File: config.mk
export PLATFORM = sky130hd
export DESIGN_NAME = frog_mover
export DESIGN_NICKNAME = d
export VERILOG_FILES = /design/src/rtl/frog_mover.sv
export SDC_FILE = /design/constraint.sdc
export NUM_CORES = 1
export LEC_CHECK = 0
export ABC_AREA = 1
export ABC_CLOCK_PERIOD_IN_PS = 2700
export BUFFER_PORTS_ARGS = -buffer_cell sky130_fd_sc_hd__buf_4
export CORE_AREA = 2 2 108 110
export CTS_BUF_LIST = sky130_fd_sc_hd__clkbuf_8
export DETAILED_ROUTE_END_ITERATION = 8
export DIE_AREA = 0 0 110 112
export GPL_TIMING_DRIVEN = 0
export PLACE_DENSITY = 0.62
export REMOVE_ABC_BUFFERS = 1
export SLEW_MARGIN = 20
export SYNTH_ARGS = -nofsm -noshare
export SYNTH_HDL_FRONTEND = slang
export SYNTH_SLANG_ARGS = --single-unit
File: constraint.sdc
create_clock -name clk -period 2.7 [get_ports clk]
set_clock_uncertainty 0.2 [all_clocks]
set_input_delay 0.27 -clock clk [delete_from_list [all_inputs] [get_ports clk]]
set_output_delay 0.27 -clock clk [all_outputs]
set_load 0.05 [all_outputs]
File: src/rtl/frog_mover.sv
// Player-position controller for the 16x16 frogger playfield: turns key edges into
// single-step frog moves, and handles hits, respawn, lives, goal and game-over.
module frog_mover #(
    parameter int SPAWN_ROW     = 15,
    parameter int SPAWN_COL     = 8,
    parameter int LIVES         = 3,
    parameter int COOLDOWN      = 4,
    parameter int RESPAWN_DELAY = 8
) (
    input  logic              clk,
    input  logic              reset,
    input  logic              key_up,
    input  logic              key_down,
    input  logic              key_left,
    input  logic              key_right,
    input  logic              hit,
    output logic [15:0][15:0] sprite_grid,
    output logic [3:0]        row,
    output logic [3:0]        col,
    output logic [2:0]        lives,
    output logic              goal,
    output logic              game_over
);

    localparam int CD_W = (COOLDOWN > 1) ? $clog2(COOLDOWN + 1) : 1;
    localparam int RD_W = (RESPAWN_DELAY > 1) ? $clog2(RESPAWN_DELAY + 1) : 1;

    localparam logic [3:0]      SPAWN_ROW_L = 4'(SPAWN_ROW);
    localparam logic [3:0]      SPAWN_COL_L = 4'(SPAWN_COL);
    localparam logic [2:0]      LIVES_L     = 3'(LIVES);
    localparam logic [CD_W-1:0] COOLDOWN_L  = CD_W'(COOLDOWN);
    localparam logic [RD_W-1:0] RESPAWN_L   = RD_W'(RESPAWN_DELAY);

    typedef enum logic [1:0] {
        ST_PLAY,
        ST_GOAL,
        ST_DEAD,
        ST_OVER
    } state_t;

    state_t          state_reg;
    logic [3:0]      row_reg;
    logic [3:0]      col_reg;
    logic [2:0]      lives_reg;
    logic            goal_reg;
    logic            over_reg;
    logic [CD_W-1:0] cd_reg;
    logic [RD_W-1:0] rc_reg;
    logic [3:0]      key_q_reg;

    logic [3:0]      keys;
    logic [3:0]      press;
    logic [3:0]      row_next;
    logic [3:0]      col_next;
    logic [2:0]      lives_dec;
    logic            move_ok;
    logic            reach_goal;

    // Key vector order matches move priority: up, down, left, right.
    assign keys  = {key_up, key_down, key_left, key_right};
    assign press = keys & ~key_q_reg;

    assign move_ok    = (press != 4'b0000) && (cd_reg == '0);
    assign reach_goal = press[3] && (row_reg == 4'd1);
    assign lives_dec  = (lives_reg != 3'd0) ? (lives_reg - 3'd1) : 3'd0;

    // Highest-priority press picks the step; edge cells hold position.
    always_comb begin
        row_next = row_reg;
        col_next = col_reg;
        if (press[3]) begin
            if (row_reg != 4'd0) begin
                row_next = row_reg - 4'd1;
            end
        end else if (press[2]) begin
            if (row_reg != 4'd15) begin
                row_next = row_reg + 4'd1;
            end
        end else if (press[1]) begin
            if (col_reg != 4'd15) begin
                col_next = col_reg + 4'd1;
            end
        end else if (press[0]) begin
            if (col_reg != 4'd0) begin
                col_next = col_reg - 4'd1;
            end
        end
    end

    always_ff @(posedge clk) begin
        // Key history tracks levels even in reset so a held key cannot fire afterwards.
        key_q_reg <= keys;
        if (reset) begin
            state_reg <= ST_PLAY;
            row_reg   <= SPAWN_ROW_L;
            col_reg   <= SPAWN_COL_L;
            lives_reg <= LIVES_L;
            goal_reg  <= 1'b0;
            over_reg  <= 1'b0;
            cd_reg    <= '0;
            rc_reg    <= '0;
        end else begin
            goal_reg <= 1'b0;
            case (state_reg)
                ST_PLAY: begin
                    if (hit) begin
                        lives_reg <= lives_dec;
                        cd_reg    <= '0;
                        if (lives_reg <= 3'd1) begin
                            state_reg <= ST_OVER;
                            over_reg  <= 1'b1;
                        end else begin
                            state_reg <= ST_DEAD;
                            rc_reg    <= RESPAWN_L;
                        end
                    end else if (move_ok) begin
                        row_reg <= row_next;
                        col_reg <= col_next;
                        cd_reg  <= COOLDOWN_L;
                        if (reach_goal) begin
                            state_reg <= ST_GOAL;
                            goal_reg  <= 1'b1;
                        end
                    end else if (cd_reg != '0) begin
                        cd_reg <= cd_reg - CD_W'(1);
                    end
                end
                ST_GOAL: begin
                    state_reg <= ST_PLAY;
                    row_reg   <= SPAWN_ROW_L;
                    col_reg   <= SPAWN_COL_L;
                    cd_reg    <= '0;
                end
                ST_DEAD: begin
                    if (rc_reg == '0) begin
                        state_reg <= ST_PLAY;
                        row_reg   <= SPAWN_ROW_L;
                        col_reg   <= SPAWN_COL_L;
                        cd_reg    <= '0;
                    end else begin
                        rc_reg <= rc_reg - RD_W'(1);
                    end
                end
                ST_OVER: begin
                    over_reg <= 1'b1;
                end
            endcase
        end
    end

    logic        show;
    logic [15:0] row_hot;
    logic [15:0] col_hot;

    assign show = (state_reg == ST_PLAY) || (state_reg == ST_GOAL);

    genvar gi;
    generate
        for (gi = 0; gi < 16; gi = gi + 1) begin : g_sprite
            assign row_hot[gi]     = (row_reg == 4'(gi));
            assign col_hot[gi]     = (col_reg == 4'(gi));
            assign sprite_grid[gi] = (show && row_hot[gi]) ? col_hot : 16'h0000;
        end
    endgenerate

    assign row       = row_reg;
    assign col       = col_reg;
    assign lives     = lives_reg;
    assign goal      = goal_reg;
    assign game_over = over_reg;

endmodule

* After elaboration in Yosys (flattened, before gate mapping) *
Cells that the tools add are included.

word-level totals
  register bits after elaboration = 26
  bits of input ports = 7
  output and inout bits = 269

operators by class
  $add $sub $neg = 7
  magnitude comparators = 1
  equal/unequal tests = 53
  mux-type cells = 54
  bitwise gates (word level) = 4
  reduce and logical (&&, ||, !) cells = 40

operators by type and width
  operator                                                            count
  16-bit 2-to-1 mux                                                   16
  4-bit 2-to-1 mux                                                    19
  4-bit == test, second input constant                                16
  4-bit by 3-bit == test with 1-bit output, second input constant     8
  3-bit inequality test, second input constant                        8
  4-bit one-hot mux with 3 select lines                               2
  1-bit logical AND                                                   18
  2-bit inequality test, second input constant                        9
  4-bit by 2-bit == test with 1-bit output, second input constant     4
  3-bit 2-to-1 mux                                                    5
  4-bit zero test                                                     3
  4-bit inequality test, second input constant                        3
  4-bit nonzero test                                                  3
  4-bit by 1-bit subtractor with 4-bit output, second input constant  3
  3-bit one-hot mux with 3 select lines                               1
  9-bit AND reduction                                                 1
  3-bit nonzero test                                                  3
  4-bit by 1-bit adder with 4-bit output, second input constant       2
  4-bit by 1-bit == test with 1-bit output, second input constant     2
  2-bit 2-to-1 mux                                                    4
  4-bit one-hot mux with 2 select lines                               1
  4-bit AND reduction                                                 2
  7-bit AND reduction                                                 1
  2-bit one-hot mux with 3 select lines                               1
  16 further kinds                                                    24

* Logic depth before layout (Yosys ltp) *
Gate-level depths: netlist of run 1.

  depth after elaboration = 9
  mapped depth = 10
  gate-level depth less buffers = 10

* Worst setup path after synthesis of run 1 *
OpenSTA, ideal clock, no wires.

  kind = register to output
  start = register col_reg[0] (netlist: col[0])
  end = output port sprite_grid[107] in the netlist's numbering
  arrival time = 2.163 ns
  required time = 2.230 ns
  slack = 0.067 ns
  cell stages (with the launch flop) = 5
  cells stage by stage = dfxtp_1 > ha_1 > nand3_1 > clkbuf_1 > nor2_1

RTL lines
  what                      RTL line  source
  start: declaration        43        logic [3:0] col_reg;
  start signal: assignment  118       col_reg <= col_next;
  end: declaration          17        output logic [15:0][15:0] sprite_grid,

==> results of run 1 <==
==> repair_timing <==
action / 4_1_cts / 5_1_grt
hold buffers: 4 / 0
endpoints found under the setup margin: 256 / 256
endpoints found under the hold margin: 4 / 0
resized for setup: 30 / 27
pin swaps: 0 / 0
setup buffers: 0 / 2
==> worst max-delay path: stages (launching register included) <==
cell and delay [ns]:
dfxtp_1 0.67, nand2_1 0.14, inv_1 0.12, nand2_1 0.42
nor2_1 0.25, buf_4 0.22
==> final timing paths <==
kind / to / cells after the start
max: sprite_grid[126] / 5
min: game_over / 2
max reg2reg: col[3] / 9
min reg2reg: cd_reg[1] / 2
==> per-layer routing <==
metal / up-vias / global-route usage [%]
li1: 2209 / -
met1: 2133 / 29.1
met2: 214 / 43.0
met3: 23 / 2.46
met4: 0 / 5.65
met5: - / 0
==> synthesized netlist by cell type <==
cell	number	area (um^2)
a211oi_1	1	7.51
a21oi_1	18	90.1
a21oi_2	1	8.76
a21oi_4	1	16.3
buf_2	9	45.0
buf_4	16	120
buf_6	3	33.8
clkbuf_1	9	33.8
clkinv_2	1	5.00
dfxtp_1	26	521
ha_1	20	250
inv_1	37	139
inv_2	3	11.3
nand2_1	58	218
nand2_2	9	56.3
nand3_1	35	175
nand3_2	1	10.0
nand3b_1	1	7.51
nand4_1	2	12.5
nor2_1	280	1050
nor2_2	2	12.5
nor3_1	2	10.0
o211ai_1	2	15.0
o21a_1	1	7.51
o21ai_0	11	55.1
o21ai_4	1	16.3
o311ai_0	1	8.76
o31ai_1	2	15.0
or2_2	1	6.26
xnor2_1	2	17.5
xor2_1	6	52.6
==> area by class of cell <==
cell class | count | area (um^2) | area share [%]
Clock buffer | 4 | 55.1 | 1.02
Inverter | 41 | 159 | 2.95
Multi-Input combinational cell | 458 | 2330 | 43.4
Sequential cell | 26 | 520 | 9.68
Tap cell | 143 | 179 | 3.33
Timing Repair Buffer | 281 | 2130 | 39.6
==> through the flow <==
step | std cells | power [mW]
3_5_place_dp | 943 | 2.80
6_report | 953 | 3.34
3_3_place_gp | 943 | 2.75
4_1_cts | 951 | 3.16
2_1_floorplan | 525 | 2.19
5_1_grt | 953 | 3.57
==> logic make-up (layout without fill, tap and decap cells) <==
kind of cell	count (synthesis)	count (layout)	share of synthesized area, %
buffers and inverters	78	326	12.8
AOI/OAI and AO/OA	39	39	7.93
adders and majority gates	20	20	8.26
xor gates and xnor gates	8	8	2.31
and+or+nand+nor	391	391	51.5
DFF	26	26	17.2
==> power groups by stage <==
stage	Sequential, mW	Clock, mW	Combinational [mW]
after floorplan	0.765	0	1.42
final	0.628	0.255	2.45
after detailed placement	0.624	0	2.17
after CTS	0.616	0.264	2.28
after global routing	0.646	0.277	2.65
after global placement	0.618	0	2.14
==> metrics.cfg, run 1 <==
[status]
outcome=completed

[timing]
slew_viol_final=0
timing.slew.headroom_pct=53.4
fmax_mhz=388
post-route-worst-setup-slack_ns=0.125
final.setup.tns_ns=0
setup_viol=0
final-hold-violation-count=0
final_min_period_over_clock_period_pct=95.4
tightest_slew_ns=0.697
holdWs_ns=0.0492
min_period_ns=2.58

[routing]
vias=4579
drc=0
wl_met2_um=8100
wl_per_cell_um=16.7
ant_nets=0
vias_per_cell=4.80
wl_met1_um=6360
top_layer_used=met4
drt_iter0_drc=443
drt_wl_total_um=15900
firstDrtPassIters=5
wl_met3_um=1180

[global_routing]
grtUsageTotal_pct=23.6
antenna_found_initial=0
grt_first_pass_wirelength_um=22300
grt_pass1_vias=4003
grt_max_degree=17
gr-total-overflow=0

[flow_run]
drv_cap=0

[worst_hold_path]
min-delay-start=reset
hp-class=in -> reg

[place]
gp_congestion=0.912
place_area_um2=5040
pre_cts_slack_ns=-0.0767
io_buffers=275
hpwlAfterDp_um=11800

[cts]
clk_pin_slew_worst_paths_ns=0.09
cts-root-buf=clkbuf_8
htree_levels=1
clock_latency_ns=0.27
clk_path_buf_depth=2
cts.sinks=26
cts_tree=done
numCtsBuffers=3

[worst_setup_path]
r2r_slack_ns=0.76
r2r-start=col[2]
cp.required_ns=2.23
critPathArrivalTime_ns=2.11
crit_fanout=16
setup.worst_path.start_class=flip-flop
cp-startpoint=col[2]
endpoint_kind=output pin
path_class=reg -> out

[power]
p_int_mw=1.30
power_frac_clock_pct=7.6
pwr-share-comb_pct=73.5
ir_drop_uv=455
seqPwrFrac_pct=18.8
p_sw_share_pct=60.9
switchingPower_mw=2.03
power_leakage_nw=2.75
powerDensity_nw_per_um2=620

[die]
fp.dieW_um=110
initial_core_util_pct=27.1
io_pins=276
dieArea_um2=12300
num_rows=39
core_area_um2=11200
die_height_um=112

[finish]
final_common_cell=buf_4
most-common-layout-cells=buf_4 (276), nor2_1 (272), nand2_1 (39)
n_fill_cell=1171
area_delta_synth_final_pct=77.6
layout.nets=838
antenna_cells=0
drive_gt1_share_pct=41.7
final_area_um2=5380
post-route-util_pct=48.1

[logic_synthesis]
syn_area_per_cell_um2=5.39
yosys.cell_types.count=31
syn_area_um2=3030
synth-seq-cells=26
yosysSeqAreaShare_pct=17.2
syn_inst=562
yosys_warnings=0

No activity file was read; power rests on OpenSTA's default activity.
==> run 2, diff against run 1 <==
==> constraint.sdc (replaced) <==
create_clock -name clk -period 2.7 [get_ports clk]
set_clock_uncertainty 0.2 [all_clocks]
set_input_delay 0.27 -clock clk [delete_from_list [all_inputs] [get_ports clk]]
set_output_delay 0.27 -clock clk [all_outputs]
set_load 0.005 [all_outputs]
==> run 2 against run 1 <==
Sequential power fell by 1%; setup slack got worse by 0.053 ns; clock power hardly changed; clock-buffer cell count unchanged; critical endpoint is now sprite_grid[159].
==> metrics.cfg, run 2 (synthesized netlist as in run 1, its figures left out) <==
[place]
io_buffers=275  ; unchanged
pre_cts_slack_ns=0.0123  ; +0.0890 ns
place_inst=943  ; unchanged
place_area_um2=5040  ; unchanged
hpwlAfterDp_um=11800  ; unchanged
gp_congestion=0.912  ; unchanged

[power]
ir_drop_uv=405  ; -11%
powerDensity_nw_per_um2=534  ; -14%
power_leakage_nw=2.72  ; -1.2%
total_power_mw=2.81  ; -16%

[global_routing]
antenna_found_initial=0  ; unchanged
grt_first_pass_wirelength_um=22300  ; +0.25%
grtUsageTotal_pct=23.7  ; +0.095 points
grt_pass1_vias=3999  ; -0.10%
grt_max_degree=17  ; unchanged
gr-total-overflow=0  ; unchanged

[worst_setup_path]
endpoint_kind=output pin
regToRegEndpoint=state_reg[0]
path_class=reg -> out
reg2reg_depth=7  ; -2
r2r-start=row[2]
critPathArrivalTime_ns=2.16  ; +0.05 ns
cp.required_ns=2.23  ; about the same
crit_buf_inv=2  ; unchanged
path_cells=inv_1, nor2_1, nand2_2, nor2_1, buf_4
path_delay_family=simple AND/OR/NAND/NOR gates
slowest_delay_ns=0.51  ; -0.16 ns
setup.worst_path.start_class=flip-flop
slowest_stage=nor2_1
crit_fanout=16  ; unchanged
r2r_slack_ns=0.72  ; -0.04 ns
path_common_cell=nor2_1

[status]
outcome=completed

[cts]
cts.sinks=26  ; unchanged
clk_path_buf_depth=2  ; unchanged
cts_tree=done
post_cts_buffers=0  ; unchanged
htree_levels=1  ; unchanged
clock_latency_ns=0.27  ; about the same
cts-root-buf=clkbuf_8
clk_pin_slew_worst_paths_ns=0.09  ; about the same
numCtsBuffers=3  ; unchanged

[finish]
register_area_um2=520  ; unchanged
antenna_cells=0  ; unchanged
layout.nets=836  ; -0.24%
area_delta_synth_final_pct=74.0
final_area_um2=5270  ; -2.0%
post-route-util_pct=47.2  ; -0.97 points
final_cells=951  ; -0.21%
multi_input_area_um2=2250  ; -3.3%
drive_gt1_share_pct=40.1  ; -1.6 points
final_common_cell=buf_4
n_fill_cell=1175  ; +0.34%
most-common-layout-cells=buf_4 (275), nor2_1 (274), nand2_1 (41)

[worst_hold_path]
hold_path_end=game_over
holdPathStages=2  ; unchanged
hp-class=in -> reg
min-delay-start=reset

[die]
io_pins=276  ; unchanged
initial_core_util_pct=27.1  ; unchanged
dieArea_um2=12300  ; unchanged
fp.dieW_um=110  ; unchanged
core_area_um2=11200  ; unchanged
num_rows=39  ; unchanged
die_height_um=112  ; unchanged

[timing]
slew_viol_final=0  ; unchanged
tightest_slew_ns=0.808  ; +0.111 ns
timing.slew.headroom_pct=46.0  ; -7.4 points
rsz0062_at_grt=true
fmax_mhz=380  ; -2.0%
min_period_ns=2.63  ; +0.0530 ns
setup_viol=0  ; unchanged
final-hold-violation-count=0  ; unchanged
final_min_period_over_clock_period_pct=97.4  ; +2.0 points
post-route-worst-setup-slack_ns=0.0715  ; -0.0530 ns

[routing]
firstDrtPassIters=5  ; unchanged
drc=0  ; unchanged
drt_wl_total_um=15900  ; -0.21%
wl_per_cell_um=16.7  ; about the same
drt_iter0_drc=342  ; -23%
vias=4564  ; -0.33%
ant_nets=0  ; unchanged
vias_per_cell=4.80  ; -0.12%

[flow_run]
drv_cap=0  ; unchanged

[run 2: cell count changes in the layout (fill, tap and decap cells not counted), moves of 2 or more]
cell,change
nand3_1,+6
nor2_1,+2
nor2_4,-4
nand3_2,-6
nor2_2,+2
nand2_1,+2
[run 2: worst max-delay path by stage]
stage	start	endpoint	slack [ns]	cells after the start
3_5_place_dp	state_reg[0]	sprite_grid[203]	0.01	7
3_3_place_gp	state_reg[0]	sprite_grid[203]	0.02	7
2_1_floorplan	state_reg[0]	sprite_grid[32]	0.74	6
6_report	row[3]	sprite_grid[159]	0.07	5
5_1_grt	state_reg[0]	sprite_grid[229]	-0.04	7
4_1_cts	state_reg[0]	sprite_grid[229]	-0.004	7
[run 2: worst register-to-register path: stages (launching register included)]
cell     delay, ns
dfxtp_1       0.41
nor2_1        0.58
nand3_1       0.24
nand2_1       0.11
nand3_1       0.13
nand2_1       0.10
nand2_1       0.05
nor2_1        0.11
[run 2: stage by stage]
step | TNS (ns) | hold slack, ns
after floorplan | 0 | 0.0977
after global placement | 0 | 0.185
after detailed placement | 0 | 0.191
after CTS | -0.00509 | 0.0449
after global routing | -0.522 | 0.0577
final | 0 | 0.0451
[run 2: cell type report]
class / instances / share of cell area [%]
Multi-Input combinational cell: 458 / 42.8
Timing Repair Buffer: 279 / 39.9
Sequential cell: 26 / 9.88
Tap cell: 143 / 3.40
Inverter: 41 / 2.94
Clock buffer: 4 / 1.04
[run 2: layer usage]
layer,share of wire [%],up-vias,GRT usage (%)
met2,51,205,43.6
met5,0,-,0
li1,-,2201,-
met1,40,2130,28.9
met3,7.6,28,2.40
met4,1.8,0,5.65
[run 2: power breakdown]
part           leakage [nW]  internal, mW  switching [mW]
combinational          2.48         0.608            1.33
clock                0.0288         0.131           0.126
sequential            0.215         0.487           0.132
[run 2: repair_timing]
| item | 4_1_cts | 5_1_grt |
|---|---|---|
| gates resized for setup | 23 | 16 |
| pin swaps | 0 | 0 |
| hold endpoints to repair | 4 | 0 |
| setup endpoints to repair | 256 | 196 |
| hold buffers | 4 | 0 |
==> run 3, diff against run 2 <==
--- a/config.mk
+++ b/config.mk
@@ -6,14 +6,14 @@
 export NUM_CORES = 1
 export LEC_CHECK = 0
 export ABC_AREA = 1
-export ABC_CLOCK_PERIOD_IN_PS = 2700
+export ABC_CLOCK_PERIOD_IN_PS = 2360
 export BUFFER_PORTS_ARGS = -buffer_cell sky130_fd_sc_hd__buf_4
 export CORE_AREA = 2 2 108 110
 export CTS_BUF_LIST = sky130_fd_sc_hd__clkbuf_8
 export DETAILED_ROUTE_END_ITERATION = 8
 export DIE_AREA = 0 0 110 112
 export GPL_TIMING_DRIVEN = 0
-export PLACE_DENSITY = 0.62
+export PLACE_DENSITY = 0.64
 export REMOVE_ABC_BUFFERS = 1
 export SLEW_MARGIN = 20
 export SYNTH_ARGS = -nofsm -noshare
==> constraint.sdc (replaced) <==
create_clock -name clk -period 2.36 [get_ports clk]
set_clock_uncertainty 0.2 [all_clocks]
set_input_delay 0.236 -clock clk [delete_from_list [all_inputs] [get_ports clk]]
set_output_delay 0.236 -clock clk [all_outputs]
set_load 0.005 [all_outputs]
==> run 3 against run 2 <==
Die area stayed put; clock-buffer cell count is 1 lower; sequential share of layout area is 0.64 points lower; setup slack worse by 0.015 ns; critical endpoint is now sprite_grid[150].
==> metrics.cfg, run 3 (synthesized netlist as in run 1, its figures left out) <==
[global_routing]
antenna_found_initial=0  ; unchanged
gr-total-overflow=0  ; unchanged
grtUsageTotal_pct=23.4  ; -0.28 points
grt_max_degree=17  ; unchanged
grt_first_pass_wirelength_um=22100  ; -0.89%
grt_pass1_vias=3713  ; -7.2%

[cts]
clock_latency_ns=0.28  ; about the same
clk_path_buf_depth=2  ; unchanged
clk_pin_slew_worst_paths_ns=0.09  ; about the same
numCtsBuffers=3  ; unchanged
cts.sinks=26  ; unchanged
cts-root-buf=clkbuf_8
cts_tree=done
htree_levels=1  ; unchanged

[power]
power_leakage_nw=2.83  ; +4.1%
powerDensity_nw_per_um2=649  ; +21%
ir_drop_uv=428  ; +5.7%

[die]
core_area_um2=11200  ; unchanged
io_pins=276  ; unchanged
die_height_um=112  ; unchanged
dieArea_um2=12300  ; unchanged
initial_core_util_pct=27.1  ; unchanged
num_rows=39  ; unchanged
fp.dieW_um=110  ; unchanged

[worst_setup_path]
path_class=reg -> out
critPathArrivalTime_ns=1.87  ; -0.29 ns
cp.required_ns=1.92  ; -0.31 ns
crit_fanout=16  ; unchanged
setup.worst_path.start_class=flip-flop
endpoint_kind=output pin

[routing]
wl_per_cell_um=16.4  ; -1.7%
vias=4495  ; -1.5%
firstDrtPassIters=5  ; unchanged
ant_nets=0  ; unchanged
drt_iter0_drc=332  ; -2.9%
drt_wl_total_um=15900  ; -0.22%
vias_per_cell=4.66  ; -2.9%
drc=0  ; unchanged

[timing]
holdWs_ns=0.0735  ; +0.0285 ns
final_min_period_over_clock_period_pct=97.6
setup_viol=0  ; unchanged
fmax_mhz=434
slew_viol_final=0  ; unchanged
min_period_ns=2.30
tightest_slew_ns=0.597  ; -0.210 ns
rsz0062_at_grt=true
final-hold-violation-count=0  ; unchanged
timing.slew.headroom_pct=60.1  ; +14 points
post-route-worst-setup-slack_ns=0.0568  ; -0.0147 ns

[status]
outcome=completed

[finish]
drive_gt1_share_pct=45.0  ; +4.9 points
multi_input_area_um2=2480  ; +10%
area_delta_synth_final_pct=88.8
final_common_cell=buf_4
register_area_um2=528  ; +1.4%
layout.nets=850  ; +1.7%
antenna_cells=0  ; unchanged
n_fill_cell=1182  ; +0.60%
most-common-layout-cells=buf_4 (282), nor2_1 (270), nand2_1 (36)

[worst_hold_path]
hp-class=in -> reg

[place]
io_buffers=275  ; unchanged
hpwlAfterDp_um=11500  ; -1.8%
pre_cts_slack_ns=-0.255  ; -0.268 ns
gp_congestion=0.872  ; -4.4%

[flow_run]
drv_cap=0  ; unchanged

-- run 3: where the power goes --
part	switching [mW]	internal, mW
Sequential	0.175	0.566
Clock	0.149	0.227
Combinational	1.68	0.916
-- run 3: per-layer routing --
metal	global-route usage (%)	routed length [um]
met5	0	0
met1	30.2	6530
met2	41.7	7940
met4	4.89	255
met3	2.11	1140
-- run 3: critical path, cell delays in order (launching register included) --
cell	delay [ns]
dfxtp_2	0.38
inv_1	0.14
ha_1	0.37
nand3_2	0.36
nor2_1	0.21
buf_4	0.14
-- run 3: repair_timing --
action | 4_1_cts | 5_1_grt
pin swaps | 0 | 5
buffers inserted | 4 | 9
gates resized for setup | 64 | 32
setup endpoints to repair | 256 | 220
hold buffers | 4 | 1
endpoints found under the hold margin | 4 | 1
-- run 3: worst paths after layout --
path / cells past startpoint / from / slack, ns / endpoint
hold / removal: 3 / hit / 0.07 / game_over
hold reg to reg: 2 / state_reg[1] / 0.30 / state_reg[1]
setup / recovery: 5 / col[0] / 0.06 / sprite_grid[150]
setup reg to reg: 9 / state_reg[0] / 0.38 / col[3]
-- run 3: layout make-up --
cell class / count / share of cell area [%]
repair buffers: 293 / 40.0
clock buffers: 3 / 0.722
multi-input cells: 458 / 43.5
well taps: 143 / 3.13
clock inverters: 1 / 0.525
inverters: 41 / 2.91
flip-flops and latches: 26 / 9.24
-- run 3: metrics by stage --
| step | instance area [um^2] | TNS (ns) | std cells | power (mW) | utilization, % |
|---|---|---|---|---|---|
| finish | 5720 | 0 | 965 | 3.71 | 51.2 |
| global placement | 5040 | -37.72 | 943 | 2.74 | 45.1 |
| global route | 5720 | -0.524 | 965 | 4.00 | 51.2 |
| detailed placement | 5040 | -41.97 | 943 | 2.75 | 45.1 |
| CTS | 5440 | 0 | 955 | 3.44 | 48.7 |
| floorplan | 2800 | 0 | 525 | 2.07 | - |
